===== src/rtl/uart_receiver.sv =====
// ---------------------------------------------------------------------------
// uart_receiver
//   Oversampling UART receiver. It takes one frame per start bit: a start bit,
//   DATA_BITS data bits sent LSB first, and one stop bit. The line is
//   synchronised and its falling edge starts a frame. The start bit is
//   confirmed at mid-bit, and every later bit is sampled one bit period after
//   the one before it.
//
// Parameters
//   DATA_BITS     data bits per frame
//   CLKS_PER_BIT  clk cycles per bit period (even, >= 4)
//
// Ports
//   clk         rising-edge clock
//   reset_n     asynchronous active-low reset
//   rx          serial line, asynchronous to clk, idles high
//   readAck     one-cycle pulse: consumer has taken rxData, clear status
//   rxData      last frame received with a good stop bit
//   rxValid     rxData holds unread data
//   frameError  sticky: a stop bit was sampled low
//   overrun     sticky: a good frame replaced unread data
//   busy        receiver is inside a frame (FSM not idle)
// ---------------------------------------------------------------------------
module uart_receiver #(
    parameter int unsigned DATA_BITS    = 8,
    parameter int unsigned CLKS_PER_BIT = 100
) (
    input  logic                 clk,
    input  logic                 reset_n,
    input  logic                 rx,
    input  logic                 readAck,
    output logic [DATA_BITS-1:0] rxData,
    output logic                 rxValid,
    output logic                 frameError,
    output logic                 overrun,
    output logic                 busy
);

    localparam int unsigned CNT_W = $clog2(CLKS_PER_BIT);
    localparam int unsigned IDX_W = $clog2(DATA_BITS + 1);

    localparam logic [1:0] IDLE  = 2'd0;
    localparam logic [1:0] START = 2'd1;
    localparam logic [1:0] DATA  = 2'd2;
    localparam logic [1:0] STOP  = 2'd3;

    localparam logic [CNT_W-1:0] HALF_LAST = CNT_W'(CLKS_PER_BIT / 2 - 1);
    localparam logic [CNT_W-1:0] BIT_LAST  = CNT_W'(CLKS_PER_BIT - 1);
    localparam logic [IDX_W-1:0] IDX_LAST  = IDX_W'(DATA_BITS - 1);

    logic [1:0]           state;
    logic [CNT_W-1:0]     cnt;
    logic [IDX_W-1:0]     bit_idx;
    logic [DATA_BITS-1:0] shift_reg;

    // rx_meta/rx_s form the synchroniser; rx_prev is rx_s one cycle later.
    logic rx_meta;
    logic rx_s;
    logic rx_prev;

    logic stop_sample;
    logic stop_good;
    logic stop_bad;

    // ------------------------------------------------------------------
    // Input synchroniser. Its flops reset to the idle level, so a reset
    // release can never look like a falling edge.
    // ------------------------------------------------------------------
    always_ff @(posedge clk or negedge reset_n) begin
        if (!reset_n) begin
            rx_meta <= 1'b1;
            rx_s    <= 1'b1;
            rx_prev <= 1'b1;
        end else begin
            rx_meta <= rx;
            rx_s    <= rx_meta;
            rx_prev <= rx_s;
        end
    end

    // ------------------------------------------------------------------
    // Frame FSM
    // ------------------------------------------------------------------
    always_ff @(posedge clk or negedge reset_n) begin
        if (!reset_n) begin
            state     <= IDLE;
            cnt       <= '0;
            bit_idx   <= '0;
            shift_reg <= '0;
        end else begin
            case (state)
                IDLE: begin
                    // Only a 1->0 transition starts a frame. A line that
                    // stays low (break) never satisfies this.
                    if (rx_prev && !rx_s) begin
                        state <= START;
                        cnt   <= '0;
                    end
                end

                START: begin
                    if (cnt == HALF_LAST) begin
                        cnt <= '0;
                        if (!rx_s) begin
                            state   <= DATA;
                            bit_idx <= '0;
                        end else begin
                            state <= IDLE;  // too short for a start bit
                        end
                    end else begin
                        cnt <= cnt + 1'b1;
                    end
                end

                DATA: begin
                    if (cnt == BIT_LAST) begin
                        cnt <= '0;
                        for (int unsigned i = 0; i < DATA_BITS; i++) begin
                            if (bit_idx == IDX_W'(i)) begin
                                shift_reg[i] <= rx_s;
                            end
                        end
                        bit_idx <= bit_idx + 1'b1;
                        if (bit_idx == IDX_LAST) begin
                            state <= STOP;
                        end
                    end else begin
                        cnt <= cnt + 1'b1;
                    end
                end

                STOP: begin
                    if (cnt == BIT_LAST) begin
                        cnt   <= '0;
                        state <= IDLE;
                    end else begin
                        cnt <= cnt + 1'b1;
                    end
                end

                default: begin
                    state <= IDLE;
                end
            endcase
        end
    end

    always_comb begin
        stop_sample = (state == STOP) && (cnt == BIT_LAST);
        stop_good   = stop_sample && rx_s;
        stop_bad    = stop_sample && !rx_s;
        busy        = (state != IDLE);
    end

    // ------------------------------------------------------------------
    // Consumer-visible status. A good-stop load takes priority over a
    // coincident readAck: the new word is kept valid and the ack counts
    // as consuming the old word, so overrun stays clear.
    // ------------------------------------------------------------------
    always_ff @(posedge clk or negedge reset_n) begin
        if (!reset_n) begin
            rxData     <= '0;
            rxValid    <= 1'b0;
            frameError <= 1'b0;
            overrun    <= 1'b0;
        end else if (stop_good) begin
            rxData  <= shift_reg;
            rxValid <= 1'b1;
            if (readAck) begin
                overrun    <= 1'b0;
                frameError <= 1'b0;
            end else if (rxValid) begin
                overrun <= 1'b1;
            end
        end else if (stop_bad) begin
            frameError <= 1'b1;
            if (readAck) begin
                rxValid <= 1'b0;
                overrun <= 1'b0;
            end
        end else if (readAck) begin
            rxValid    <= 1'b0;
            frameError <= 1'b0;
            overrun    <= 1'b0;
        end
    end

endmodule


===== config.mk =====
export PLATFORM = sky130hd
export DESIGN_NAME = uart_receiver
export DESIGN_NICKNAME = d
export VERILOG_FILES = /design/src/rtl/uart_receiver.sv
export SDC_FILE = /design/constraint.sdc
export NUM_CORES = 1
export LEC_CHECK = 0
export ABC_AREA = 1
export CAP_MARGIN = 20
export CORE_UTILIZATION = 25
export DETAILED_ROUTE_END_ITERATION = 10
export HOLD_SLACK_MARGIN = 0.05
export PLACE_DENSITY = 0.5
export SLEW_MARGIN = 15
export SYNTH_ARGS = -nofsm -noshare
export SYNTH_HDL_FRONTEND = slang
export SYNTH_SLANG_ARGS = --single-unit

===== constraint.sdc =====
create_clock -name clk -period 1.9 [get_ports clk]
set_input_delay 0.19 -clock clk [delete_from_list [all_inputs] [get_ports clk]]
set_output_delay 0.19 -clock clk [all_outputs]
set_load 0.1 [all_outputs]

== Yosys cells after proc, flatten, opt, wreduce, memory -nomap -nowiden ==
Index checks and enable logic that the tools add are counted.

* Flip-flop bits (word level): 35
* Input bits: 4
* Output and inout port bits: 12
* Logic and storage cells: 84

* $add $sub $neg: 2
* Eq/ne operators: 18
* Multiplexer cells: 23
* Reductions and logical operators: 23

{| class="wikitable"
|+ Operator list
! operator !! number
|-
| AND reduction 3 bit || 8
|-
| 2-to-1 mux 7 bit || 3
|-
| one-hot mux 7 bit (3 select lines) || 1
|-
| equality test 4 x 3 -> 1 bit (second input constant) || 4
|-
| 2-to-1 mux 2 bit || 6
|-
| 2-to-1 mux 4 bit || 3
|-
| inequality test 2 bit (second input constant) || 6
|-
| equality test 4 x 2 -> 1 bit (second input constant) || 2
|-
| 2-to-1 mux 1 bit || 8
|-
| one-hot mux 2 bit (4 select lines) || 1
|-
| one-hot mux 4 bit (2 select lines) || 1
|-
| nonzero test 2 bit || 4
|-
| adder 7 x 1 -> 7 bit (second input constant) || 1
|-
| equality test 7 x 6 -> 1 bit (second input constant) || 1
|-
| equality test 7 bit (second input constant) || 1
|-
| AND reduction 5 bit || 1
|-
| adder 4 x 1 -> 4 bit (second input constant) || 1
|-
| equality test 2 bit (second input constant) || 2
|-
| equality test 4 x 1 -> 1 bit (second input constant) || 1
|-
| logical AND 1 bit || 4
|-
| zero test 4 bit || 1
|-
| AND reduction 4 bit || 1
|-
| equality test 2 x 1 -> 1 bit (second input constant) || 1
|-
| zero test 2 bit || 1
|-
| other kinds (3) || 3
|}

== Longest topological paths before layout ==
Gate-level depths: netlist (run 1).

* Word-level depth: 5
* Gate-level depth with buffers: 11
* Gate-level depth less buffers: 11

== Worst setup path after synthesis (run 1) ==
No wires, ideal clock.

* Path kind: register to register
* From: register cnt[0]
* To: register rxData[3]
* Library setup time: 122 ps
* Arrival: 1301 ps
* Setup slack: 476 ps
* Stages on the path, launching flop included: 8
* Buffers on the path: 1
* Cells stage by stage: dfrtp_1 ha_1 nand2_2 nor3_4 nand2_4 buf_6 nand2_1 nand2_1

* Cells in the longest elaborated chain, start to end: 3

{| class="wikitable"
|+ RTL lines
! what !! RTL line !! source
|-
| from (decl) || 52 || <nowiki>logic [CNT_W-1:0] cnt;</nowiki>
|-
| from (signal assigned) || 111 || <nowiki>cnt <= cnt + 1'b1;</nowiki>
|-
| from (signal assigned) || 128 || <nowiki>cnt <= cnt + 1'b1;</nowiki>
|-
| from (signal assigned) || 137 || <nowiki>cnt <= cnt + 1'b1;</nowiki>
|-
| equality test 7 bit || 149 || <nowiki>stop_sample = (state == STOP) && (cnt == BIT_LAST);</nowiki>
|-
| logical AND 1 bit || 149 ||
|-
| logical AND 1 bit || 150 || <nowiki>stop_good = stop_sample && rx_s;</nowiki>
|-
| to (signal assigned) || 167 || <nowiki>rxData <= shift_reg;</nowiki>
|-
| to (decl) || 32 || <nowiki>output logic [DATA_BITS-1:0] rxData,</nowiki>
|}

Every way passes these cells.
A chain may end at the register's enable or synchronous reset.

== Worst setup path after layout (run 1) ==
* From: register cnt[0]
* To: register rxData[6]

The elaborated chain is that of the path after synthesis.

==> results of run 1 <==
==> final timing paths <==
kind	endpoint	slack (ns)	depth (start not counted)
worst min register to register	rx_s	0.36	0
worst max-delay path	rxData[6]	0.37	6
worst min-delay path	rx_meta	0.31	1
min in group asynchronous	cnt[5]	0.52	2
max in group asynchronous	shift_reg[0]	0.88	2
worst max register to register	rxData[6]	0.37	6
==> metrics by stage <==
| step | cells | setup WS (ns) | utilization, % | power (mW) |
|---|---|---|---|---|
| after floorplan | 185 | 0.476 | - | 1.30 |
| after global placement | 276 | 0.392 | 29.6 | 1.46 |
| after detailed placement | 276 | 0.364 | 29.6 | 1.47 |
| after CTS | 285 | 0.347 | 31.0 | 2.00 |
| after global routing | 285 | 0.187 | 31.0 | 2.10 |
| final | 285 | 0.373 | 31.0 | 1.97 |
==> logic make-up (layout without fill, tap and decap cells) <==
logic type / after synthesis / in the layout / share of synthesized area (%)
simple gates: 88 / 88 / 25.7
flops: 35 / 35 / 51.8
compound gates: 29 / 29 / 10.7
buf+inv: 24 / 47 / 5.83
fa+ha+maj: 6 / 6 / 4.42
xor+xnor: 3 / 3 / 1.55
==> layout make-up <==
class | instances | area [µm²]
fill | 688 | 4460
sequential | 35 | 880
multi-input combinational | 126 | 718
timing repair buffer | 17 | 145
tap | 77 | 96.3
inverter | 22 | 82.6
clock buffer | 7 | 76.3
clock inverter | 1 | 5.00
==> synthesized netlist by cell type (5+ instances only) <==
| cell | instances |
|---|---|
| nand3_1 | 21 |
| o21ai_2 | 8 |
| ha_1 | 6 |
| inv_2 | 5 |
| dfrtp_1 | 32 |
| o21ai_1 | 8 |
| nor2_1 | 16 |
| a21oi_1 | 7 |
| inv_1 | 17 |
| nand2_1 | 36 |
==> routing by layer <==
layer	vias up	global-route usage [%]	routed length (µm)
met5	-	0	0
met2	27	13.8	1290
met1	539	13.9	1630
li1	645	-	-
met3	6	3.54	139
met4	0	3.24	41
==> cells in the final DEF (no fill, tap or decap), types with 2 or more instances in the layout <==
cell type and count:
nand3b_1 2, o21ai_1 8, clkbuf_1 2, nand2_1 36, o21ai_0 3, buf_4 12, xor2_1 2, o21ai_2 8
a21oi_1 7, nand4_1 3, inv_1 17, clkdlybuf4s50_1 2, clkbuf_8 5, o22ai_1 2, dfrtp_1 32, nand3_1 21
ha_1 6, dfstp_2 3, nor2_1 16, inv_2 5, nand2_2 3
==> report_power, final <==
part / internal, mW / total [mW] / switching, mW
Sequential: 0.809 / 0.894 / 0.0847
Clock: 0.257 / 0.515 / 0.257
Combinational: 0.182 / 0.558 / 0.376
Total: 1.25 / 1.97 / 0.718
==> timing repair <==
| action | in CTS | in global routing |
|---|---|---|
| endpoints found under the hold margin | 32 | 0 |
| gates resized for setup | 0 | 0 |
| hold buffers | 1 | 0 |
==> metrics, run 1 <==
status finished, violations left; failing checks DRC; die width 84.4 µm; Mapped Area 1700 µm²; top cell type's share of synthesized area 47.2%; Die Ht 84.4 µm; Reg-to-Reg Start cnt[0]; # DRC 4; Post-synth EDFFs 0; CP endpoint kind flip-flop; number of buffers created by CTS 5; Slew HR 47.9%; post-synthesis cell count 185; Least-Margin Pin Slew 0.781 ns; Final HPWL DP 2260 µm; critical path class flip-flop to flip-flop; gpl congestion 0.794; slowest cell delay on critical path 0.44 ns; Clock Sinks 35; Lkg Pwr 0.978 nW; share of flip-flops with an asynchronous set or reset 100%; Routed Antenna Nets 0; total global routing overflow 0; P per Cell Area 982 nW/µm²; vias in the first global route 1101; VDD IR max 0.713 mV; Syn Nets 195; worst setup path start cnt[0]; largest net degree at the start of global routing 36; die area 7120 µm²; buffer depth of the longest clock path 2; layout cell share with drive strength beyond 1 21.2%; Critical Path RT 2.07 ns; placed inst area 1910 µm²; Initial Utilization 26.3%; crit path max-delay cell type dfrtp_1; Rows 29; vias post-DR 1217; Setup-failing EPs final 0; synth unique cells 28; core area 6460 µm²; clock slew at reported path FFs 0.07 ns; Slew Limit Fails 0; max frequency 0.655 GHz; IO Count 16; CP Max Fanout 16; Area growth syn-to-layout 18.1%; initial antenna violation count 0; Nets 217; Layout Cell Area excl Fill 2000 µm²; CP Data Arrival Time 1.70 ns; Initial DRC Count 96; Top delay family on crit path simple AND/OR/NAND/NOR gates; Period Utilization, post-route 80.4%; H-tree depth 2; Synth area leader dfrtp_1; GRT Overall Usage 9.81%; ant diodes 0; wire per inst 10.9 µm; max cap viols 0; 1st-pass router iterations 7; setup TNS 0 ns; WP buf/inv 0; worst hold start rx; Synth area leaders dfrtp_1, nand2_1, nand3_1; Hold Slack 0.308 ns; worst-skew pair later-pin latency 0.28 ns; final hold violations 0; Via density 4.27; setup bufs post-CTS 0; #FFs+latches synth 35; Final min period 1.53 ns; min-delay worst type input port to flip-flop; clk root buf clkbuf_8; RSZ-0062 raised after global routing no; worst clock skew 0.00581 ns; Critical Path Start Type flip-flop; crit-path cells ha_1 > nand2_2 > nor3_4 > nand2_4 > nand2_1 > o21ai_2; yosys synthesis warning count 0; first-pass GRT wire length 5420 µm; Synth Area per Inst 9.17 µm²; PortBufs 15; DRT Wirelength 3110 µm; sequential area share after synthesis 51.8%; CTS tree done; Synth Flop Type dfrtp_1
No activity file was read; power rests on OpenSTA's default activity.
==> run 2, diff against run 1 <==
clock period = 1.6 ns   (was 1.9 ns; I/O delays follow)
==> metrics, run 2 (synthesis gave the netlist of run 1 again) <==
status finished, violations left; failing checks DRC; crit path max-delay cell type dfrtp_2; CP Data Arrival Time 1.65 ns (-0.05 ns); Final HPWL DP 2240 µm (-0.89%); P per Cell Area 1180 nW/µm² (+20%); setup TNS 0 ns (unchanged); Reg-to-Reg Start cnt[0]; clock slew at reported path FFs 0.07 ns (about the same); VDD IR max 0.962 mV (+35%); # DRC 4 (unchanged); H-tree depth 2 (unchanged); Final min period 1.48 ns (-0.0431 ns); Worst R2R Setup Slack 0.12 ns (-0.26 ns); WP buf/inv 0 (unchanged); Initial DRC Count 63 (-34%); total global routing overflow 0 (unchanged); layout cell share with drive strength beyond 1 26.6% (+5.5 points); CTS tree done; clk root buf clkbuf_8; Area growth syn-to-layout 31.8%; Clock Sinks 35 (unchanged); Top delay family on crit path simple AND/OR/NAND/NOR gates; buffer depth of the longest clock path 2 (unchanged); gpl congestion 0.804 (+1.2%); CP endpoint kind flip-flop; worst-skew pair later-pin latency 0.29 ns (about the same); Routed Antenna Nets 0 (unchanged); DRT Wirelength 3310 µm (+6.7%); total power 2.64 mW (+34%); Critical Path RT 1.77 ns (-0.30 ns); vias in the first global route 1216 (+10%); 1st-pass router iterations 7 (unchanged); worst r2r path cells 6 (unchanged); Lkg Pwr 1.05 nW (+7.8%); non-filler instance count after layout 291 (+2.1%); die width 84.4 µm (unchanged); slowest cell delay on critical path 0.41 ns (-0.03 ns); number of buffers created by CTS 5 (unchanged); largest net degree at the start of global routing 36 (unchanged); Setup-failing EPs final 0 (unchanged); placed cell count 280 (+1.4%); Via density 4.41 (+3.3%); IO Count 16 (unchanged); GRT Overall Usage 10.1% (+0.24 points); most frequent cells in the layout nand2_1, dfrtp_1, nand3_1, inv_1, nor2_1; Hold Crit Depth 1 (unchanged); ant diodes 0 (unchanged); max cap viols 0 (unchanged); vias post-DR 1284 (+5.5%); Initial Utilization 26.3% (unchanged); initial antenna violation count 0 (unchanged); crit-path cells ha_2 > nand2_2 > nor2_8 > nand3_1 > nor3_1 > o21ai_0; CP Max Fanout 7 (-9); worst r2r dst shift_reg[4]; Rows 29 (unchanged); Hold Slack 0.273 ns (-0.0350 ns); Slew Limit Fails 0 (unchanged); PortBufs 15 (unchanged); commonest non-fill, non-tap cell in the layout nand2_1; Critical Path Start Type flip-flop; wire per inst 11.4 µm (+4.5%); core area 6460 µm² (unchanged); first-pass GRT wire length 5530 µm (+2.0%); min-delay worst type input port to flip-flop; Nets 223 (+2.8%); Die Ht 84.4 µm (unchanged); worst hold start rx; final hold violations 0 (unchanged); Slew HR 70.6% (+23 points); Worst Hold End rx_meta; Fill cells 660 (-4.1%); worst clock skew 0.00448 ns (-0.00133 ns); max frequency 0.674 GHz (+2.9%); Least-Margin Pin Slew 0.442 ns (-0.339 ns); die area 7120 µm² (unchanged); critical path class flip-flop to flip-flop; Period Utilization, post-route 92.7% (+12 points)
## run 2: how the worst max path moves through the flow
stage,start,end,slack [ns],cells past startpoint
4_1_cts,cnt[0],shift_reg[1],0.03,8
3_5_place_dp,cnt[0],shift_reg[1],0.04,8
5_1_grt,cnt[0],shift_reg[0],-0.01,8
3_3_place_gp,cnt[0],shift_reg[1],0.11,8
6_report,cnt[0],shift_reg[4],0.12,6
2_1_floorplan,cnt[0],rxData[3],0.18,7
## run 2: worst reg2reg max path: stages (launching register included)
cell	delay, ns
dfrtp_2	0.41
ha_2	0.22
nand2_2	0.12
nor2_8	0.16
nand3_1	0.08
nor3_1	0.26
o21ai_0	0.12
## run 2: timing repair
action / 4_1_cts / 5_1_grt
resized for setup: 0 / 5
hold buffers: 1 / 0
hold endpoints to repair: 32 / 0
endpoints found under the setup margin: 0 / 11
setup buffers: 0 / 2
## run 2: routing by layer
layer / part of all wire [%] / track usage, % / routed length [µm]
met5: 0 / 0 / 0
met4: 2.2 / 5.70 / 74
met3: 4.7 / 3.64 / 155
met2: 43 / 14.4 / 1430
met1: 50 / 13.1 / 1650
## run 2: area by class of cell
class                   instances  area [µm²]  area share, %
multi-input cells             126         731           32.7
flip-flops and latches         35         881           39.4
clock inverters                 2        35.0           1.57
inverters                      22        82.6           3.69
well taps                      77        96.3           4.31
clock buffers                   6        82.6           3.69
repair buffers                 23         328           14.7
## run 2: per-stage QoR
step,setup slack (ns),util (%),area (µm²)
after CTS,0.0305,34.2,2210
after global placement,0.115,32.2,2080
after detailed placement,0.0404,32.2,2080
final,0.116,34.6,2240
after floorplan,0.176,-,1700
after global routing,-0.0133,34.6,2240
## run 2: power breakdown
part | total [mW] | switching, mW | internal, mW
clock network | 0.829 | 0.325 | 0.504
registers | 1.05 | 0.0861 | 0.964
logic | 0.763 | 0.489 | 0.274
